`config.mk`:
```
export PLATFORM = sky130hd
export DESIGN_NAME = pixel_stream_packer
export DESIGN_NICKNAME = d
export VERILOG_FILES = /design/src/rtl/pixel_stream_packer.sv
export SDC_FILE = /design/constraint.sdc
export NUM_CORES = 1
export LEC_CHECK = 0
export ABC_AREA = 1
export BUFFER_PORTS_ARGS = -buffer_cell sky130_fd_sc_hd__buf_2
export CAP_MARGIN = 20
export CORE_MARGIN = 8
export CORE_UTILIZATION = 60
export DETAILED_ROUTE_END_ITERATION = 8
export PLACE_DENSITY_LB_ADDON = 0.3
export SKIP_CTS_REPAIR_TIMING = 1
export SLEW_MARGIN = 0
export SYNTH_ARGS = -nofsm -noshare
export SYNTH_HDL_FRONTEND = slang
export SYNTH_SLANG_ARGS = --single-unit
```
`constraint.sdc`:
```
create_clock -name clk -period 4.6 [get_ports clk]
set_input_delay 0.92 -clock clk [delete_from_list [all_inputs] [get_ports clk]]
set_output_delay 0.92 -clock clk [all_outputs]
set_load 0.005 [all_outputs]
```
`src/rtl/pixel_stream_packer.sv`:
```
// Pixel sink: raster-tags r/g/b pixels (SOF/EOL/EOF), buffers them in a FIFO and emits AXI4-Stream video.
// Optional FRAME_CNT_EN adds a 16-bit completed-frame counter output.
module pixel_stream_packer #(
  parameter int FIFO_DEPTH = 16,
  parameter int DIM_W      = 13
) (
  input  logic                          clk,
  input  logic                          reset_n,
  input  logic [DIM_W-1:0]              image_width,
  input  logic [DIM_W-1:0]              image_height,
  input  logic                          pix_valid,
  output logic                          pix_ready,
  input  logic [7:0]                    pix_r,
  input  logic [7:0]                    pix_g,
  input  logic [7:0]                    pix_b,
  output logic [31:0]                   m_tdata,
  output logic                          m_tvalid,
  input  logic                          m_tready,
  output logic                          m_tuser,
  output logic                          m_tlast,
  output logic [$clog2(FIFO_DEPTH):0]   fifo_level,
`ifdef FRAME_CNT_EN
  output logic [15:0]                   frame_count,
`endif
  output logic                          frame_done
);

  localparam int AW = $clog2(FIFO_DEPTH);
  localparam int LW = AW + 1;

  typedef enum logic {IDLE, ACTIVE} state_t;

  state_t             state;
  logic [DIM_W-1:0]   x, y, wlat, hlat;
  logic [DIM_W-1:0]   w_in, h_in, cur_w, cur_h, cur_x, cur_y;
  logic               sof, eol, eof;

  logic [26:0]        mem [FIFO_DEPTH];
  logic [AW-1:0]      wr_ptr, rd_ptr;
  logic [LW-1:0]      level, level_nxt;
  logic [26:0]        head;
  logic               push, pop;

  assign push     = pix_valid & pix_ready;
  assign pop      = m_tvalid & m_tready;
  assign m_tvalid = (level != '0);
  assign head     = mem[rd_ptr];

  // Head fields are gated so the stream reads all-zero whenever the FIFO is empty (incl. after reset).
  assign m_tdata    = m_tvalid ? {8'h00, head[23:0]} : '0;
  assign m_tlast    = m_tvalid & head[24];
  assign m_tuser    = m_tvalid & head[25];
  assign fifo_level = level;

  always_comb begin
    w_in  = (image_width  == '0) ? DIM_W'(1) : image_width;
    h_in  = (image_height == '0) ? DIM_W'(1) : image_height;
    sof   = (state == IDLE);
    cur_w = sof ? w_in : wlat;
    cur_h = sof ? h_in : hlat;
    cur_x = sof ? '0 : x;
    cur_y = sof ? '0 : y;
    eol   = (cur_x == cur_w - DIM_W'(1));
    eof   = eol && (cur_y == cur_h - DIM_W'(1));
  end

  always_ff @(posedge clk) begin
    if (!reset_n) begin
      state <= IDLE;
      x     <= '0;
      y     <= '0;
      wlat  <= DIM_W'(1);
      hlat  <= DIM_W'(1);
    end else if (push) begin
      if (state == IDLE) begin
        wlat <= w_in;
        hlat <= h_in;
      end
      if (eof) begin
        state <= IDLE;
        x     <= '0;
        y     <= '0;
      end else if (eol) begin
        state <= ACTIVE;
        x     <= '0;
        y     <= cur_y + DIM_W'(1);
      end else begin
        state <= ACTIVE;
        x     <= cur_x + DIM_W'(1);
        y     <= cur_y;
      end
    end
  end

  always_ff @(posedge clk) begin
    if (push) mem[wr_ptr] <= {eof, sof, eol, pix_r, pix_g, pix_b};
  end

  always_comb begin
    level_nxt = level + LW'(push) - LW'(pop);
  end

  // pix_ready is computed from the next occupancy so it is a plain flop with no path from m_tready.
  always_ff @(posedge clk) begin
    if (!reset_n) begin
      wr_ptr     <= '0;
      rd_ptr     <= '0;
      level      <= '0;
      pix_ready  <= 1'b0;
      frame_done <= 1'b0;
    end else begin
      if (push) wr_ptr <= wr_ptr + AW'(1);
      if (pop)  rd_ptr <= rd_ptr + AW'(1);
      level      <= level_nxt;
      pix_ready  <= (level_nxt < LW'(FIFO_DEPTH));
      frame_done <= pop & head[26];
    end
  end

`ifdef FRAME_CNT_EN
  always_ff @(posedge clk) begin
    if (!reset_n) begin
      frame_count <= '0;
    end else if (pop && head[26]) begin
      frame_count <= frame_count + 16'd1;
    end
  end
`endif

endmodule

```
==> impl_results.md, run 1 <==
* Status: completed
* CTS tree: built
* Place WS at 0.5988 ns
* WL final at 53,020 um
* Die area at 42,540 um2
* Fill count at 2,537
* Initial DRT Pass Iterations at 6
* Post-route setup TNS at 0 ns
* Peak Freq at 256.9 MHz
* # placed instances at approximately 2,400
* Commonest non-fill, non-tap cell in the layout: edfxtp_1
* Initial drt markers at 1,540
* #FFs+latches synth at 504
* Max-cap violations at 0
* Final Slew Violations at 0
* CP Data Required Time at 3.68 ns
* Total power draw at ~12 mW
* P&R area growth vs syn at 12.21%
* Most frequent cells in the layout: edfxtp_1 (432), nor2_1 (290), o21ai_0 (273)
* Worst Reg-to-Reg Cells at 19
* Placed inst area at 22,640 um2
* # nets final at 2,087
* Num CTS Buffers at 50
* PortBufs at 87
* Vias in the first global route at approximately 15,000
* Row count at 69
* Clock root buffer: clkbuf_16
* Clock Tree Buf Depth at 3
* RSZ-0062 raised after global routing: false
* Most used DFF post-synth: edfxtp_1
* GRT overflow at 0
* Yosys Warn Count at 0
* Die W at 206.3 um
* Core area at around 36,000 um2
* Hold Path Depth at 2
* Fin util at 0.6835
* Smallest hold slack at roughly 0.47 ns
* Seq/Total Area, Yosys at 0.6636
* Syn avg cell area at 11.08 um2
* Starting Density at 0.6092
* Slew HR at 0.2623
* First-pass GRT wire length at a little over 80,000 um
* Leakage at roughly 8.4 nW
* Clock sinks at a little over 500
* Antenna-violating nets left at 0
* CP Capture Type: output port
* Final Hold Fails at 0
* Critical path peak fanout at 48
* EDFF count, synth at 432
* Fin crit period at roughly 3.9 ns
* Startpoint types: register
* Largest net degree at the start of global routing at 217
* H-Tree Level Count at 2
* I/O pin total at 96
* Vias after detailed routing at 15,630
* Layout cell share with drive strength beyond 1 at 0.1210
* DR DRC count at 0
* Setup ws final at 0.7069 ns
* Slew @ Worst Pin at between 1 and 1.5 ns
* Hold crit path type: register to register
* Worst-Skew Late Latency at roughly 0.59 ns
* RD Place Congestion at 0.8583
* Non-filler instance count after layout at 2,521
* Worst-path clk slew at 0.06 ns
* WS Path Type: register to output port
* Crit path DAT at 2.97 ns
* Mapped Area at 21,720 um2
* Final setup viols at 0
* Async S/R FF share, synth at 0
* Final worst path period share at 0.8463
* Post-synthesis cell count at roughly 2,000
* Clock Skews at 0.01777 ns
* Worst vdd ir at ~0.35 mV
* Yosys cell types at 49
* Routed len/inst at 21.03 um
* Total GRT Usage at 0.2493
* Vias per cell at between 6 and 7
* DP HPWL at 29,720 um
* Final Cell Area at 24,370 um2
* Initial antenna violation count at 1
* Die Y at between 200 and 250 um
* Pwr per Cell Area at 482.4 nW/um2
==> area by class of cell <==
class                      count  area [um2]  share of cell area
timing repair buffer         126       835.8             0.03429
inverter                      87       331.6             0.01360
multi-input combinational   1248        6563              0.2693
antenna                        2       5.005           0.0002053
clock inverter                26       282.8             0.01160
clock buffer                  67        1356             0.05565
sequential                   504       14420              0.5917
tap                          461       576.8             0.02367
==> logic make-up (layout without fill, tap and decap cells) <==
logic type                 after synthesis  in the layout  share of synthesized area
other                                    1             10                  0.0001727
adders and majority gates               16             16                   0.009563
and+or+nand+nor                        674            674                     0.1317
xor gates and xnor gates                34             34                    0.01406
DFF                                    504            504                     0.6636
muxes                                    1              1                  0.0004609
buffers and inverters                  216            306                    0.04165
AOI/OAI and AO/OA                      515            515                     0.1388
==> registers in the layout, summed over array words and instances (netlist names), named ones only <==
signal,cells
state,1
pix_ready,1
hlat,13
frame_done,1
rd_ptr,4
y,13
mem,432
fifo_level,5
wr_ptr,4
wlat,13
x,13
==> routing by layer <==
metal  track usage  vias to the layer above  routed length, um
met1        0.3319                     7579              21670
met4       0.08096                        0               1275
met3       0.03323                       99               3862
met2        0.4215                      733              26210
li1              -                     7218                  -
met5             0                        -                  0
==> final timing paths <==
path	endpoint	start	slack, ns
worst max register to register	y[1]	state	1.18
worst max-delay path	m_tdata[1]	register	0.71
worst min register to register	x[1]	x[1]	0.47
worst min-delay path	x[1]	x[1]	0.47
==> worst max-delay path: stages, from the launching register on <==
cell and delay (ns):
dfxtp_2 0.77, buf_4 0.57, o21ai_0 0.21, o221ai_1 0.23, o211ai_1 0.13, a21oi_1 0.28, buf_2 0.18
==> synth_stat cells (all sizes together), types with 9 or more instances <==
master | instances | area [um2]
a21oi | 86 | 430.4
a31oi | 9 | 56.30
buf | 26 | 191.4
clkbuf | 103 | 386.6
dfxtp | 72 | 1441
edfxtp | 432 | 12970
ha | 15 | 187.7
inv | 82 | 307.8
nand2 | 224 | 865.8
nand3 | 81 | 410.4
nand4 | 29 | 181.4
nor2 | 316 | 1226
o211ai | 28 | 210.2
o21ai | 276 | 1381
o221ai | 78 | 683.2
o22ai | 30 | 187.7
xnor2 | 9 | 78.83
xor2 | 25 | 226.5
==> report_power, final <==
part           internal (mW)  total [mW]  switching [mW]
Clock                   2.36        4.05            1.68
Sequential              5.12        5.24           0.127
Combinational          0.786        2.47            1.68
Note: power is estimated with default switching activity, not from simulation.
==> inputs of run 2 (changes only) <==
==> constraint.sdc (replaced) <==
create_clock -name clk -period 3.6 [get_ports clk]
set_input_delay 0.72 -clock clk [delete_from_list [all_inputs] [get_ports clk]]
set_output_delay 0.72 -clock clk [all_outputs]
set_load 0.005 [all_outputs]
==> impl_results.md, run 2 (synthesis results as in run 1) <==
* Slew @ Worst Pin at 0.8272 ns (-0.2767 ns)
* Clock Tree Buf Depth at 3 (unchanged)
* Flip-flop count of the largest register after layout at 432 (unchanged)
* Initial antenna violation count at 1 (unchanged)
* Vias in the first global route at 15,230 (+1.4%)
* Place WS at 0.1022 ns (-0.4966 ns)
* Fin crit period at between 3 and 4 ns
* Commonest non-fill, non-tap cell in the layout: edfxtp_1
* GRT overflow at 0 (unchanged)
* Non-filler instance count after layout at 2,528 (+0.28%)
* CTS tree: built
* Most frequent cells in the layout: edfxtp_1 (432), nor2_1 (290), o21ai_0 (273)
* DP HPWL at 30,910 um (+4.0%)
* Biggest register: mem
* Hold crit path type: register to register
* Fin util at 0.6860 (+0.002456)
* Final worst path period share at 0.9531
* CP Data Required Time at 2.88 ns (-0.80 ns)
* Row count at 69 (unchanged)
* Slew HR at 0.4479 (+0.1856)
* Num CTS Buffers at 50 (unchanged)
* WS Path Type: register to output port
* P&R area growth vs syn at 12.62%
* Die Y at 206.3 um (unchanged)
* Initial drt markers at 1,767 (+15%)
* Antenna-violating nets left at 0 (unchanged)
* RSZ-0062 raised after global routing: false
* Die W at 206.3 um (unchanged)
* Peak Freq at 291.4 MHz
* CP Capture Type: output port
* Total GRT Usage at 0.2493 (about the same)
* Vias after detailed routing at 15,650 (+0.10%)
* Smallest hold slack at 0.4691 ns (+0.003008 ns)
* Worst R2R Setup Slack at 0.38 ns (-0.80 ns)
* Crit path DAT at 2.71 ns (-0.26 ns)
* Initial DRT Pass Iterations at 5 (-1)
* Routed len/inst at 21.00 um (-0.15%)
* Vias per cell at 6.189 (-0.17%)
* # nets final at 2,098 (+0.53%)
* Final Slew Violations at 0 (unchanged)
* Status: completed
* Leakage at 8.422 nW (+0.21%)
* Clock Skews at 0.01974 ns (+0.001977 ns)
* Worst-path clk slew at 0.06 ns (about the same)
* RD Place Congestion at 0.8979 (+4.6%)
* Starting Density at 0.6092 (unchanged)
* Max-cap violations at 0 (unchanged)
* Clock sinks at 504 (unchanged)
* Worst-Skew Late Latency at 0.57 ns (-0.02 ns)
* Largest net degree at the start of global routing at 103 (-53%)
* Critical path peak fanout at 64 (+33%)
* Clock root buffer: clkbuf_16
* WL final at 53,090 um (+0.13%)
* Final Hold Fails at 0 (unchanged)
* Pwr per Cell Area at 605.0 nW/um2 (+25%)
* Post-route setup TNS at 0 ns (unchanged)
* Final setup viols at 0 (unchanged)
* Layout cell share with drive strength beyond 1 at 0.1259 (+0.004917)
* I/O pin total at 96 (unchanged)
* First-pass GRT wire length at 82,890 um (+0.38%)
* Worst vdd ir at 0.5185 mV (+50%)
* # placed instances at 2,437 (+0.62%)
* DR DRC count at 0 (unchanged)
* Core area at 35,660 um2 (unchanged)
* Startpoint types: register
* Setup ws final at 0.1687 ns (-0.5382 ns)
* H-Tree Level Count at 2 (unchanged)
* Die area at 42,540 um2 (unchanged)
* PortBufs at 87 (unchanged)
[run 2: cell types whose count changed in the layout (fill, tap and decap cells not counted), moves of 2 or more]
cell        change
buf_12         +11
bufinv_16       -2
clkbuf_1        -4
clkbuf_8        -2
clkinv_2        +3
clkinvlp_4      +4
[run 2: layout make-up]
| cell class | instances | area, um2 |
|---|---|---|
| inverters | 87 | 331.6 |
| well taps | 461 | 576.8 |
| flip-flops and latches | 504 | 14420 |
| clock buffers | 60 | 1289 |
| diodes | 2 | 5.005 |
| fillers | 2486 | 11200 |
| clock inverters | 29 | 235.2 |
| repair buffers | 137 | 1036 |
| multi-input cells | 1248 | 6563 |
[run 2: power breakdown]
part | switching, mW | internal, mW
sequential | 0.205 | 6.54
clock | 2.12 | 2.76
combinational | 2.12 | 1.06
[run 2: per-stage QoR]
stage	cell area (um2)	power [mW]
2_1_floorplan	21750	8.831
3_3_place_gp	22930	9.901
3_5_place_dp	22930	10.01
4_1_cts	24450	14.84
5_1_grt	24460	15.43
6_report	24460	14.80
[run 2: per-layer routing]
layer | wire [um] | global-route usage | share of wire | up-vias
met5 | 0 | 0 | 0 | -
met4 | 1377 | 0.08661 | 0.026 | 0
met3 | 4092 | 0.03574 | 0.077 | 105
met2 | 25950 | 0.4167 | 0.49 | 707
met1 | 21670 | 0.3326 | 0.41 | 7604
li1 | - | - | - | 7229
[run 2: critical path, stage by stage (launching register included)]
cell,delay [ns]
dfxtp_4,0.46
inv_6,0.41
buf_12,0.31
o21ai_0,0.13
o221ai_1,0.26
nand3_1,0.14
a21oi_1,0.20
buf_2,0.14
[run 2: worst paths after layout]
kind,depth (start not counted),end,startpoint
max,7,m_tdata[10],register
min,2,y[0],y[0]
max reg2reg,18,y[1],state
min reg2reg,2,y[0],y[0]
